**src/rtl/wr_timing_pkg.sv**
```systemverilog
// rtl/wr_timing_pkg.sv - shared lock-state type and default timing constants for the WR time counter
package wr_timing_pkg;

    typedef enum logic [1:0] {
        ST_UNSYNC   = 2'd0,
        ST_ALIGN    = 2'd1,
        ST_LOCKED   = 2'd2,
        ST_HOLDOVER = 2'd3
    } wr_lock_state_t;

    localparam int unsigned WR_CLK_PERIOD_NS = 8;
    localparam int unsigned WR_NS_PER_SEC    = 1_000_000_000;

endpackage

```
**src/rtl/wr_pps_pulse_gen.sv**
```systemverilog
// rtl/wr_pps_pulse_gen.sv - non-retriggerable pulse stretcher for the regenerated PPS
module wr_pps_pulse_gen #(
    parameter int unsigned WIDTH_CYCLES = 4
) (
    input  logic clk_sys,
    input  logic rst,
    input  logic start,
    output logic pulse
);

    localparam int unsigned CNT_W = (WIDTH_CYCLES > 1) ? $clog2(WIDTH_CYCLES) : 1;
    localparam logic [CNT_W-1:0] CNT_LOAD = CNT_W'(WIDTH_CYCLES - 1);
    localparam logic [CNT_W-1:0] CNT_ONE  = CNT_W'(1);

    logic [CNT_W-1:0] remaining;

    // start is only honoured while idle, so a running pulse always completes unchanged
    always_ff @(posedge clk_sys or posedge rst) begin
        if (rst) begin
            pulse     <= 1'b0;
            remaining <= '0;
        end else if (pulse) begin
            if (remaining == '0) begin
                pulse <= 1'b0;
            end else begin
                remaining <= remaining - CNT_ONE;
            end
        end else if (start) begin
            pulse     <= 1'b1;
            remaining <= CNT_LOAD;
        end
    end

endmodule

```
**src/rtl/wr_time_counter.sv**
```systemverilog
// rtl/wr_time_counter.sv - PPS-aligned seconds/nanoseconds counter with lock qualification
// Optional holdover state is built when WR_TIME_COUNTER_HOLDOVER_EN is defined.
module wr_time_counter
    import wr_timing_pkg::*;
#(
    parameter int unsigned CLK_PERIOD_NS    = WR_CLK_PERIOD_NS,
    parameter int unsigned NS_PER_SEC       = WR_NS_PER_SEC,
    parameter int unsigned LOCK_COUNT       = 3,
    parameter int unsigned PPS_WIDTH_CYCLES = 4,
    parameter int unsigned HOLDOVER_SECS    = 8
) (
    input  logic        clk_sys,
    input  logic        rst,
    input  logic        pps_in,
    input  logic [63:0] tm_tai,
    input  logic        tm_tai_valid,
    output logic [31:0] cntr_nsec,
    output logic [39:0] cntr_utc,
    output logic        cntr_valid,
    output logic        pps_out,
    output logic        sync_err,
    output logic [1:0]  lock_state
);

    localparam logic [31:0] NS_STEP = 32'(CLK_PERIOD_NS);
    localparam logic [31:0] WRAP_NS = 32'(NS_PER_SEC - CLK_PERIOD_NS);
    localparam int unsigned GOOD_W  = $clog2(LOCK_COUNT + 1);
    localparam logic [GOOD_W-1:0] GOOD_ONE  = GOOD_W'(1);
    localparam logic [GOOD_W-1:0] GOOD_LAST = GOOD_W'(LOCK_COUNT - 1);

    wr_lock_state_t    state, state_n;
    logic              pps_in_d;
    logic              pps_rise, wrap, in_phase;
    logic [31:0]       nsec_n;
    logic [39:0]       utc_n, tai_sec;
    logic [GOOD_W-1:0] good, good_n;
    logic              sync_err_n;
    logic              unused_tai;

    assign tai_sec    = tm_tai[39:0];
    assign unused_tai = ^tm_tai[63:40];
    assign pps_rise   = pps_in & ~pps_in_d;
    assign wrap       = (cntr_nsec == WRAP_NS);
    assign in_phase   = pps_rise & wrap;
    assign lock_state = state;

`ifdef WR_TIME_COUNTER_HOLDOVER_EN
    localparam int unsigned MISS_W = $clog2(HOLDOVER_SECS + 1);
    localparam logic [MISS_W-1:0] MISS_ONE  = MISS_W'(1);
    localparam logic [MISS_W-1:0] MISS_LAST = MISS_W'(HOLDOVER_SECS - 1);
    logic [MISS_W-1:0] miss, miss_n;

    always_ff @(posedge clk_sys or posedge rst) begin
        if (rst) begin
            miss <= '0;
        end else begin
            miss <= miss_n;
        end
    end
`else
    logic unused_holdover;
    assign unused_holdover = ^32'(HOLDOVER_SECS);
`endif

    always_comb begin
        state_n    = state;
        good_n     = good;
        sync_err_n = 1'b0;
`ifdef WR_TIME_COUNTER_HOLDOVER_EN
        miss_n     = miss;
`endif
        if (wrap) begin
            nsec_n = '0;
            utc_n  = cntr_utc + 40'd1;
        end else begin
            nsec_n = cntr_nsec + NS_STEP;
            utc_n  = cntr_utc;
        end

        if (!tm_tai_valid) begin
            state_n = ST_UNSYNC;
            good_n  = '0;
`ifdef WR_TIME_COUNTER_HOLDOVER_EN
            miss_n  = '0;
`endif
        end else begin
            case (state)
                ST_UNSYNC: begin
                    if (pps_rise) begin
                        nsec_n  = '0;
                        utc_n   = tai_sec;
                        good_n  = GOOD_ONE;
                        state_n = ST_ALIGN;
                    end
                end
                ST_ALIGN: begin
                    if (in_phase) begin
                        utc_n  = tai_sec;
                        good_n = good + GOOD_ONE;
                        if (good == GOOD_LAST) begin
                            state_n = ST_LOCKED;
                        end
                    end else if (pps_rise) begin
                        sync_err_n = 1'b1;
                        nsec_n     = '0;
                        utc_n      = tai_sec;
                        good_n     = GOOD_ONE;
                    end else if (wrap) begin
                        state_n = ST_UNSYNC;
                        good_n  = '0;
                    end
                end
                ST_LOCKED: begin
                    if (in_phase) begin
                        sync_err_n = (tai_sec != utc_n);
                        utc_n      = tai_sec;
                    end else if (pps_rise) begin
                        sync_err_n = 1'b1;
                        nsec_n     = '0;
                        utc_n      = tai_sec;
                        good_n     = GOOD_ONE;
                        state_n    = ST_ALIGN;
                    end else if (wrap) begin
`ifdef WR_TIME_COUNTER_HOLDOVER_EN
                        miss_n  = MISS_ONE;
                        state_n = ST_HOLDOVER;
`else
                        good_n  = '0;
                        state_n = ST_UNSYNC;
`endif
                    end
                end
`ifdef WR_TIME_COUNTER_HOLDOVER_EN
                ST_HOLDOVER: begin
                    if (in_phase) begin
                        miss_n  = '0;
                        state_n = ST_LOCKED;
                    end else if (pps_rise) begin
                        sync_err_n = 1'b1;
                        nsec_n     = '0;
                        utc_n      = tai_sec;
                        good_n     = GOOD_ONE;
                        miss_n     = '0;
                        state_n    = ST_ALIGN;
                    end else if (wrap) begin
                        if (miss == MISS_LAST) begin
                            miss_n  = '0;
                            good_n  = '0;
                            state_n = ST_UNSYNC;
                        end else begin
                            miss_n = miss + MISS_ONE;
                        end
                    end
                end
`endif
                default: begin
                    good_n  = '0;
                    state_n = ST_UNSYNC;
                end
            endcase
        end
    end

    always_ff @(posedge clk_sys or posedge rst) begin
        if (rst) begin
            pps_in_d   <= 1'b0;
            cntr_nsec  <= '0;
            cntr_utc   <= '0;
            state      <= ST_UNSYNC;
            good       <= '0;
            sync_err   <= 1'b0;
            cntr_valid <= 1'b0;
        end else begin
            pps_in_d   <= pps_in;
            cntr_nsec  <= nsec_n;
            cntr_utc   <= utc_n;
            state      <= state_n;
            good       <= good_n;
            sync_err   <= sync_err_n;
            cntr_valid <= (state_n == ST_LOCKED) || (state_n == ST_HOLDOVER);
        end
    end

    // pulse begins on the edge where cntr_nsec returns to 0
    wr_pps_pulse_gen #(
        .WIDTH_CYCLES(PPS_WIDTH_CYCLES)
    ) u_pps_gen (
        .clk_sys(clk_sys),
        .rst    (rst),
        .start  (wrap & cntr_valid),
        .pulse  (pps_out)
    );

endmodule
```
**config.mk**
```make
export PLATFORM = sky130hd
export DESIGN_NAME = wr_time_counter
export DESIGN_NICKNAME = d
export VERILOG_FILES = /design/src/rtl/wr_timing_pkg.sv /design/src/rtl/wr_pps_pulse_gen.sv /design/src/rtl/wr_time_counter.sv
export SDC_FILE = /design/constraint.sdc
export NUM_CORES = 1
export LEC_CHECK = 0
export CAP_MARGIN = 20
export CELL_PAD_IN_SITES_DETAIL_PLACEMENT = 0
export CELL_PAD_IN_SITES_GLOBAL_PLACEMENT = 1
export CORE_MARGIN = 5
export CORE_UTILIZATION = 33
export CTS_BUF_LIST = sky130_fd_sc_hd__clkbuf_8 sky130_fd_sc_hd__clkbuf_16
export DETAILED_ROUTE_END_ITERATION = 7
export PLACE_DENSITY_LB_ADDON = 0.25
export SLEW_MARGIN = 20
export SYNTH_ARGS = -nofsm -noshare
export SYNTH_HDL_FRONTEND = slang
export SYNTH_SLANG_ARGS = --single-unit
export TNS_END_PERCENT = 100
```
**constraint.sdc**
```tcl
create_clock -name clk_sys -period 3 [get_ports clk_sys]
set_input_delay 0.6 -clock clk_sys [delete_from_list [all_inputs] [get_ports clk_sys]]
set_output_delay 0.6 -clock clk_sys [all_outputs]
set_load 0.02 [all_outputs]
```
# After elaboration in Yosys (flattened, before gate mapping)
# Index checks and enable logic that the tools add are counted.
[totals] reg_bits=82 inputBits=68 output_inout_bits=77 word_cells=71
[classes] n_addsub=4 n_eq_ne=10 mux=37 bitwise=4 reduce_logical=7
[op_table] op="2-to-1 mux 40 bit" n=4
[op_table] op="2-to-1 mux 32 bit" n=4
[op_table] op="case mux 40 bit (2 select lines)" n=1
[op_table] op="case mux 32 bit (2 select lines)" n=1
[op_table] op="adder 40 x 1 -> 40 bit, second input constant" n=1
[op_table] op="inequality test 40 bit" n=1
[op_table] op="2-to-1 mux 2 bit" n=17
[op_table] op="adder 32 x 4 -> 32 bit, second input constant" n=1
[op_table] op="== test 32 x 30 -> 1 bit, second input constant" n=1
[op_table] op="case mux 2 bit (3 select lines)" n=2
[op_table] op="== test 2 bit, second input constant" n=4
[op_table] op="2-to-1 mux 1 bit" n=7
[op_table] op="inequality test 3 bit, second input constant" n=2
[op_table] op="zero test 2 bit" n=2
[op_table] op="AND reduction 2 bit" n=2
[op_table] op="AND 1 bit" n=3
[op_table] op="adder 2 x 1 -> 2 bit, second input constant" n=1
[op_table] op="== test 2 x 1 -> 1 bit, second input constant" n=1
[op_table] op="inequality test 2 bit, second input constant" n=1
[op_table] op="case mux 1 bit (2 select lines)" n=1
[op_table] op="nonzero test 2 bit" n=1
[op_table] op="OR reduction 2 bit" n=1
[op_table] op="subtractor 2 x 1 -> 2 bit, second input constant" n=1
[op_table] op="logical OR 1 bit" n=1
[op_table] op="inverter 1 bit" n=1

# Depth between registers and ports, before layout
# Gate-level depths: netlist of the first run.
[depth] ltp_word=8 depth_mapped=12 ltp_nobuf=10

# Modules after synthesis
# From an unflattened synthesis of the first run, not the netlist that was laid out.
[hier_totals] hier_cells=692 area_unflattened_um2=5786.8
[modules_own_cells] module="wr_time_counter" instances=1 cells_each=679 area_each_um2=5641.7 seq_area_each_um2=1976.9
[modules_own_cells] module="wr_pps_pulse_gen" instances=1 cells_each=13 area_each_um2=145.1 seq_area_each_um2=75.1

# Worst setup path before layout of the first run
# No wires, ideal clock.
[synth_path] kind="reg2reg" start="reg cntr_utc[0]" end="reg sync_err" setup_time_ns=0.136 arrival_ns=3.021 t_required_ns=2.864 slack_ns=-0.157 path_stages_with_launch=11 path_buffers=0 synth_period_minus_slack_ns=3.157 cell_sequence="dfrtp_1 > ha_1 > nand3_1 > or4_4 > nor4_4 > nand3_2 > xnor2_2 > o221ai_1 > or4_1 > nor4_1 > a31oi_1"
[synth_between] elab_chain_cells=6
[synth_lines] item="start, declared" line="wr_time_counter.sv:18" source="output logic [39:0] cntr_utc,"
[synth_lines] item="start signal, assigned" line="wr_time_counter.sv:176" source="cntr_utc <= utc_n;"
[synth_lines] item="adder 40 x 1 -> 40 bit" line="wr_time_counter.sv:74" source="utc_n = cntr_utc + 40'd1;"
[synth_lines] item="2-to-1 mux 40 bit *" line="wr_time_counter.sv:72" source="if (wrap) begin"
[synth_lines] item="inequality test 40 bit *" line="wr_time_counter.sv:115" source="sync_err_n = (tai_sec != utc_n);"
[synth_lines] item="2-to-1 mux 1 bit *" line="wr_time_counter.sv:114" source="if (in_phase) begin"
[synth_lines] item="case mux 1 bit (2 select lines) *" line="wr_time_counter.sv:87" source="case (state)"
[synth_lines] item="2-to-1 mux 1 bit *" line="wr_time_counter.sv:80" source="if (!tm_tai_valid) begin"
[synth_lines] item="named net sync_err_n" line="wr_time_counter.sv:37" source="logic sync_err_n;"
[synth_lines] item="end signal, assigned" line="wr_time_counter.sv:179" source="sync_err <= sync_err_n;"
[synth_lines] item="end, declared" line="wr_time_counter.sv:21" source="output logic sync_err,"
# Mark *: on every way through the listed nets, which the timed path passes. The rest lies on a longest branch.
# A chain may end at the register's enable or synchronous reset.

# Worst setup path in the final report of the first run
[layout_path] start="reg cntr_nsec[16]" end="reg sync_err"
[layout_between] elab_chain_cells=6 elab_cells_between_ends=8 cone_classes="2 x eq/ne; 5 x mux; 1 x bitwise"
[layout_lines] item="start, declared" line="wr_time_counter.sv:17" source="output logic [31:0] cntr_nsec,"
[layout_lines] item="start signal, assigned" line="wr_time_counter.sv:175" source="cntr_nsec <= nsec_n;"
[layout_lines] item="== test 32 x 30 -> 1 bit *" line="wr_time_counter.sv:43" source="assign wrap = (cntr_nsec == WRAP_NS);"
[layout_lines] item="2-to-1 mux 40 bit" line="wr_time_counter.sv:72"
[layout_lines] item="inequality test 40 bit" line="wr_time_counter.sv:115"
[layout_lines] item="2-to-1 mux 1 bit" line="wr_time_counter.sv:114"
[layout_lines] item="case mux 1 bit (2 select lines) *" line="wr_time_counter.sv:87"
[layout_lines] item="2-to-1 mux 1 bit *" line="wr_time_counter.sv:80"
[layout_lines] item="named net sync_err_n" line="wr_time_counter.sv:37"
# Marks and branches as above.

==> results_dict.tcl, run 1 <==
set metrics [dict create \
    ir_drop_mv 0.273 \
    vias 5777 \
    grt_pass1_wl_mm 31.7 \
    wl_met1_mm 9.12 \
    fin_nets 960 \
    ys_warn_count 0 \
    root_buffer "clkbuf_16" \
    worst_hold_path_type "register to register" \
    finClkSkew_ps 5.66 \
    ctsHoldBuffers 0 \
    worstPathArrival_ps 3190 \
    cpMostUsedCell "nor4_4" \
    internal_power_mw 2.51 \
    post-place-ws_ps -241 \
    rsz0062_at_grt "true" \
    path_clk_slew_ps 60 \
    drc_errors 0 \
    ys.flop_type "dfrtp_1" \
    pwr-share-clk_pct 30.6 \
    clock_path_buffers 2 \
    antenna_found_initial 0 \
    final_common_cell "buf_4" \
    combinationalPowerShare_pct 34.1 \
    avgSynthCellArea_um2 8.56 \
    cp_cell_sequence "nor4_4, nand2_2, buf_6, nor4_4, buf_4, and3_1, nor3b_1, nor4_2, nand4_1, nor4_1, a31oi_1" \
    numPortBuffers 120 \
    grt_overflow_total 0 \
    setup_violations 0 \
    powerDensity_mw_per_mm2 443 \
    syn_area_mm2 0.00548 \
    placementRows 47 \
    dr_wl_met2_mm 9.20 \
    wirelength_mm 19.9 \
    h-tree-depth 3 \
    synth_cells 641 \
    cts_sinks 82 \
    yosysUniqueCellTypes 56 \
    p_leak_nw 3.45 \
    grt_usage_pct 20.2 \
    crit_buf_inv 2 \
    syn_nets 717 \
    grt_pass1_vias 5977 \
    dieHeight_um 139 \
    outcome "finished clean" \
    grt_max_degree 41 \
    clk_latency_ps 340 \
    drtIter0Drc 368 \
    final_antenna_net_count 0 \
    core_mm2 0.0165 \
    critPathMaxFanout 10 \
    final_core_util_pct 51.6 \
    slowest_delay_ps 420 \
    critPathLaunchType "register" \
    gp_congestion 0.892 \
    drtPass1Iterations 5 \
    cpLargestDelayFamily "simple AND/OR/NAND/NOR gates" \
    fmax_mhz 336 \
    required_ps 3220 \
    swShare_pct 33.3 \
    routed_via_density 5.21 \
    synth_edf_count 0 \
    cts_tree "done" \
    end_kind "register" \
    ys_seq_elements 82 \
    hold_violations 0 \
    sequentialPowerShare_pct 35.3 \
    power.switching_mw 1.25 \
    hpwlAfterDp_mm 15.2 \
    timing.final.crit_period_ps 2970 \
    maxCapViolations 0 \
    start_util_pct 33.3 \
    critPathKind "register to register" \
    fin_cells 1109 \
    layout_common_cells "buf_4, clkdlybuf4s50_1, nand2_1, dfrtp_1, xnor2_1" \
    highest_layer "met4" \
    fp.dieW_um 139 \
    worst_path_max_delay_cell "dfrtp_1" \
    dr_wl_met3_mm 1.22 \
    ys_seq_area_share_pct 37.4 \
    setup_ws_ps 26.9 \
    final_layout_size_suffix_gt1_share_pct 24.0 \
    cts-buffers-inserted 9 \
    die-area_mm2 0.0193 \
    async_flop_share_pct 100 \
    wire_per_inst_um 18.0 \
    dpl.cell_count 1086 \
    drv_slew 0 \
    area_growth_pct 54.8 \
    finalCritPeriodShare_pct 99.1 \
    pin_count 145 \
    n_antenna_cell 0 \
    worstMarginPinSlew_ps 724 \
    slew_headroom_pct 51.5 \
]
==> cell type report <==
class	count	area, um2
Timing Repair Buffer	258	2280
Clock inverter	6	66.3
Tap cell	220	275
Sequential cell	82	2060
Multi-Input combinational cell	511	3480
Clock buffer	10	239
Inverter	22	83.8
Fill cell	1572	7980
==> worst paths after layout <==
check	startpoint	endpoint	slack [ps]	depth (start not counted)
setup reg to reg	cntr_nsec[16]	sync_err	30	11
min in group asynchronous	rst	cntr_nsec[3]	630	2
hold / removal	u_pps_gen.remaining[0]	u_pps_gen.remaining[0]	470	1
setup / recovery	cntr_nsec[16]	sync_err	30	11
max in group asynchronous	rst	cntr_utc[5]	1650	3
hold reg to reg	u_pps_gen.remaining[0]	u_pps_gen.remaining[0]	470	1
==> worst reg2reg max path, delay by kind of cell (launching register included) <==
kind	cells	cell delay, ps
simple gates	8	1890
buf+inv	2	430
flops	1	420
compound gates	1	110
==> cells by family after synthesis <==
group,share of synthesized area [%]
AO/OA/AOI/OAI,9.51
flip-flops,37.4
multiplexers,0.365
buffers and inverters,3.40
AND/OR/NAND/NOR,30.6
XOR/XNOR,16.9
adder cells (fa/ha/maj),1.83
==> flip-flops by register name, summed over array words and instances, names as in the netlist <==
| name | count |
|---|---|
| cntr_valid | 1 |
| u_pps_gen.remaining | 2 |
| sync_err | 1 |
| u_pps_gen.pulse | 1 |
| cntr_utc | 40 |
| lock_state | 2 |
| pps_in_d | 1 |
| cntr_nsec | 32 |
| good | 2 |
==> Yosys cell counts, types with 3 or more instances <==
cell       n  area share (%)
a211oi_1   3            0.41
a21oi_1   15             1.4
a32oi_1    3            0.48
and2_1    13             1.5
and3_1    21             2.4
and4_1    10             1.6
buf_2      5            0.46
clkbuf_1  20             1.4
dfrtp_1   82              37
ha_1       8             1.8
inv_1     22             1.5
nand2_1   75             5.1
nand2b_1   4            0.46
nand3_1   32             2.9
nand4_1   20             2.3
nor2_1    55             3.8
nor2b_1    3            0.34
nor3_1    14             1.3
nor3b_1    8             1.1
nor4_1    22             2.5
o21ai_0   45             4.1
o221ai_1   4            0.64
o22ai_1    4            0.46
or3_1      5            0.57
or4_1      6            0.82
xnor2_1   60             9.6
xor2_1    44             7.0
==> metrics by stage <==
stage / cell area [um2] / hold WS (ps) / setup TNS, ps / total power, mW
2_1_floorplan: 5540 / 440 / 0 / 1.95
3_3_place_gp: 7930 / 453 / -187 / 2.58
3_5_place_dp: 7930 / 462 / -241 / 2.60
4_1_cts: 8350 / 471 / 0 / 3.76
5_1_grt: 8490 / 496 / -120 / 3.93
6_report: 8490 / 469 / 0 / 3.76
==> power by group through the flow <==
stage / logic (mW) / clock network, mW / registers [mW]
global route: 1.37 / 1.21 / 1.35
CTS: 1.27 / 1.17 / 1.32
finish: 1.28 / 1.15 / 1.33
detailed placement: 1.25 / 0 / 1.34
floorplan: 0.413 / 0 / 1.53
global placement: 1.24 / 0 / 1.34
==> routing by layer <==
layer / global-route usage [%] / up-vias
li1: - / 2759
met1: 27.6 / 2799
met2: 31.8 / 194
met3: 4.59 / 25
met4: 6.69 / 0
met5: 0 / -
==> what timing repair did <==
| item | CTS | global route |
|---|---|---|
| gates resized for setup | 16 | 22 |
| buffers inserted | 4 | 3 |
| setup endpoints to repair | 1 | 1 |
| pin swaps | 21 | 12 |
Note: power is estimated with default switching activity, not from simulation.
==> inputs of run 2 (changes only) <==
--- a/config.mk
+++ b/config.mk
@@ -12,6 +12,7 @@
 export CORE_UTILIZATION = 33
 export CTS_BUF_LIST = sky130_fd_sc_hd__clkbuf_8 sky130_fd_sc_hd__clkbuf_16
 export DETAILED_ROUTE_END_ITERATION = 7
+export GPL_TIMING_DRIVEN = 0
 export PLACE_DENSITY_LB_ADDON = 0.25
 export SLEW_MARGIN = 20
 export SYNTH_ARGS = -nofsm -noshare
==> results_dict.tcl, run 2 (synthesized netlist as in run 1, its figures left out) <==
set metrics [dict create \
    outcome "complete, but fails checks" \
    violations "setup timing" \
    finalCritPeriodShare_pct 103 \
    cts_sinks 82 \
    worst_path_max_delay_cell "or4_4" \
    rsz0062_at_grt "true" \
    wirelength_mm 19.1 \
    finClkSkew_ps 9.41 \
    area_growth_pct 47.2 \
    numPortBuffers 120 \
    ctsHoldBuffers 0 \
    r2r_cells 9 \
    crit_buf_inv 0 \
    worstPathArrival_ps 3330 \
    path_clk_slew_ps 70 \
    final_core_util_pct 49.0 \
    final_antenna_net_count 0 \
    clk_latency_ps 350 \
    critPathMaxFanout 8 \
    n_antenna_cell 0 \
    placed_area_mm2 0.00705 \
    required_ps 3260 \
    placementRows 47 \
    ir_drop_mv 0.271 \
    fp.dieW_um 139 \
    routed_via_density 5.33 \
    fmax_mhz 325 \
    hold_violations 0 \
    fin_nets 885 \
    worst_hold_path_type "register to register" \
    r2r-start "cntr_utc[14]" \
    end_kind "register" \
    grt_pass1_vias 5461 \
    critical_path.endpoint "sync_err" \
    root_buffer "clkbuf_16" \
    pin_count 145 \
    drc_errors 0 \
    crit_start "cntr_utc[14]" \
    r2r_end "sync_err" \
    whs_ps 483 \
    dieHeight_um 139 \
    core_mm2 0.0165 \
    r2r_slack_ps -80 \
    finalPower_mw 3.68 \
    grt_usage_pct 19.5 \
    dpl.cell_count 982 \
    drtPass1Iterations 5 \
    powerDensity_mw_per_mm2 456 \
    die-area_mm2 0.0193 \
    p_leak_nw 3.11 \
    hpwlAfterDp_mm 14.2 \
    timing.final.crit_period_ps 3080 \
    final_area_mm2 0.00807 \
    gp_congestion 0.897 \
    nFillCells 1577 \
    slowest_delay_ps 600 \
    post-place-ws_ps -1370 \
    fin_cells 1034 \
    antenna_found_initial 0 \
    setup_ws_ps -75.9 \
    cts-buffers-inserted 9 \
    setup_violations 1 \
    grt_pass1_wl_mm 30.4 \
    whs_path_depth 1 \
    hold_path.startpoint "u_pps_gen.remaining[0]" \
    wire_per_inst_um 18.4 \
    final_common_cell "clkdlybuf4s50_1" \
    largest-register "cntr_utc" \
    final_layout_size_suffix_gt1_share_pct 18.2 \
    start_util_pct 33.3 \
    clock_path_buffers 2 \
    vias 5515 \
    h-tree-depth 3 \
    grt_max_degree 44 \
    layout_common_cells "clkdlybuf4s50_1, nand2_1, dfrtp_1" \
    drv_slew 0 \
    slew_headroom_pct 49.0 \
    worst-path-stages 9 \
    critPathLaunchType "register" \
    grt_overflow_total 0 \
    maxCapViolations 0 \
    worstMarginPinSlew_ps 760 \
    setup-tns-final_ps -75.9 \
    drtIter0Drc 445 \
    cp_cell_sequence "nand4_1, or4b_4, or4_4, or4_4, nand3b_1, nor4_1, nand4_1, nor4_2, a31oi_1" \
    cts_tree "done" \
    critPathKind "register to register" \
    largest_reg_flops 40 \
    largest_registers "cntr_utc: 40 flops, cntr_nsec: 32 flops" \
    cpLargestDelayFamily "simple AND/OR/NAND/NOR gates" \
]
==> run 2: cell count changes in the layout (fill, tap and decap cells not counted), sizes merged <==
cell	change
clkbuf	+16
clkinv	-2
buf	-92
inv	+3
==> run 2: worst min path at each step <==
stage,end,slack (ps)
final,u_pps_gen.remaining[0],480
after global routing,u_pps_gen.remaining[0],510
after CTS,u_pps_gen.remaining[0],480
after detailed placement,u_pps_gen.remaining[0],470
after global placement,u_pps_gen.remaining[0],450
after floorplan,u_pps_gen.remaining[0],440
==> run 2: where the power goes <==
group | leakage (nW) | switching [mW] | internal, mW
clock network | 0.146 | 0.521 | 0.663
registers | 1.06 | 0.209 | 1.23
logic | 1.91 | 0.552 | 0.504
==> run 2: cell type report <==
type,count,area (um2),share of cell area (%)
tap,220,275,3.41
inverter,22,85.1,1.05
timing repair buffer,160,1540,19.1
sequential,82,2080,25.7
clock buffer,9,225,2.79
multi-input combinational,511,3610,44.8
buffer,23,168,2.08
clock inverter,7,85.1,1.05
==> run 2: worst register-to-register path, cell delays in order (launching register included) <==
cell and delay [ps]:
dfrtp_1 510, nand4_1 240, or4b_4 540, or4_4 600
or4_4 510, nand3b_1 120, nor4_1 70, nand4_1 110
nor4_2 60, a31oi_1 220
==> run 2: metal layers <==
metal,GRT usage (%),up-vias,routed length [um]
met3,3.55,32,1020
met4,6.80,0,440
met2,29.7,183,8730
met5,0,-,0
met1,27.9,2693,8860
li1,-,2607,-
==> run 2: what timing repair did <==
action	in CTS	in global routing
pin swaps	35	7
gates resized for setup	77	13
setup buffers	32	7
endpoints found under the setup margin	32	7
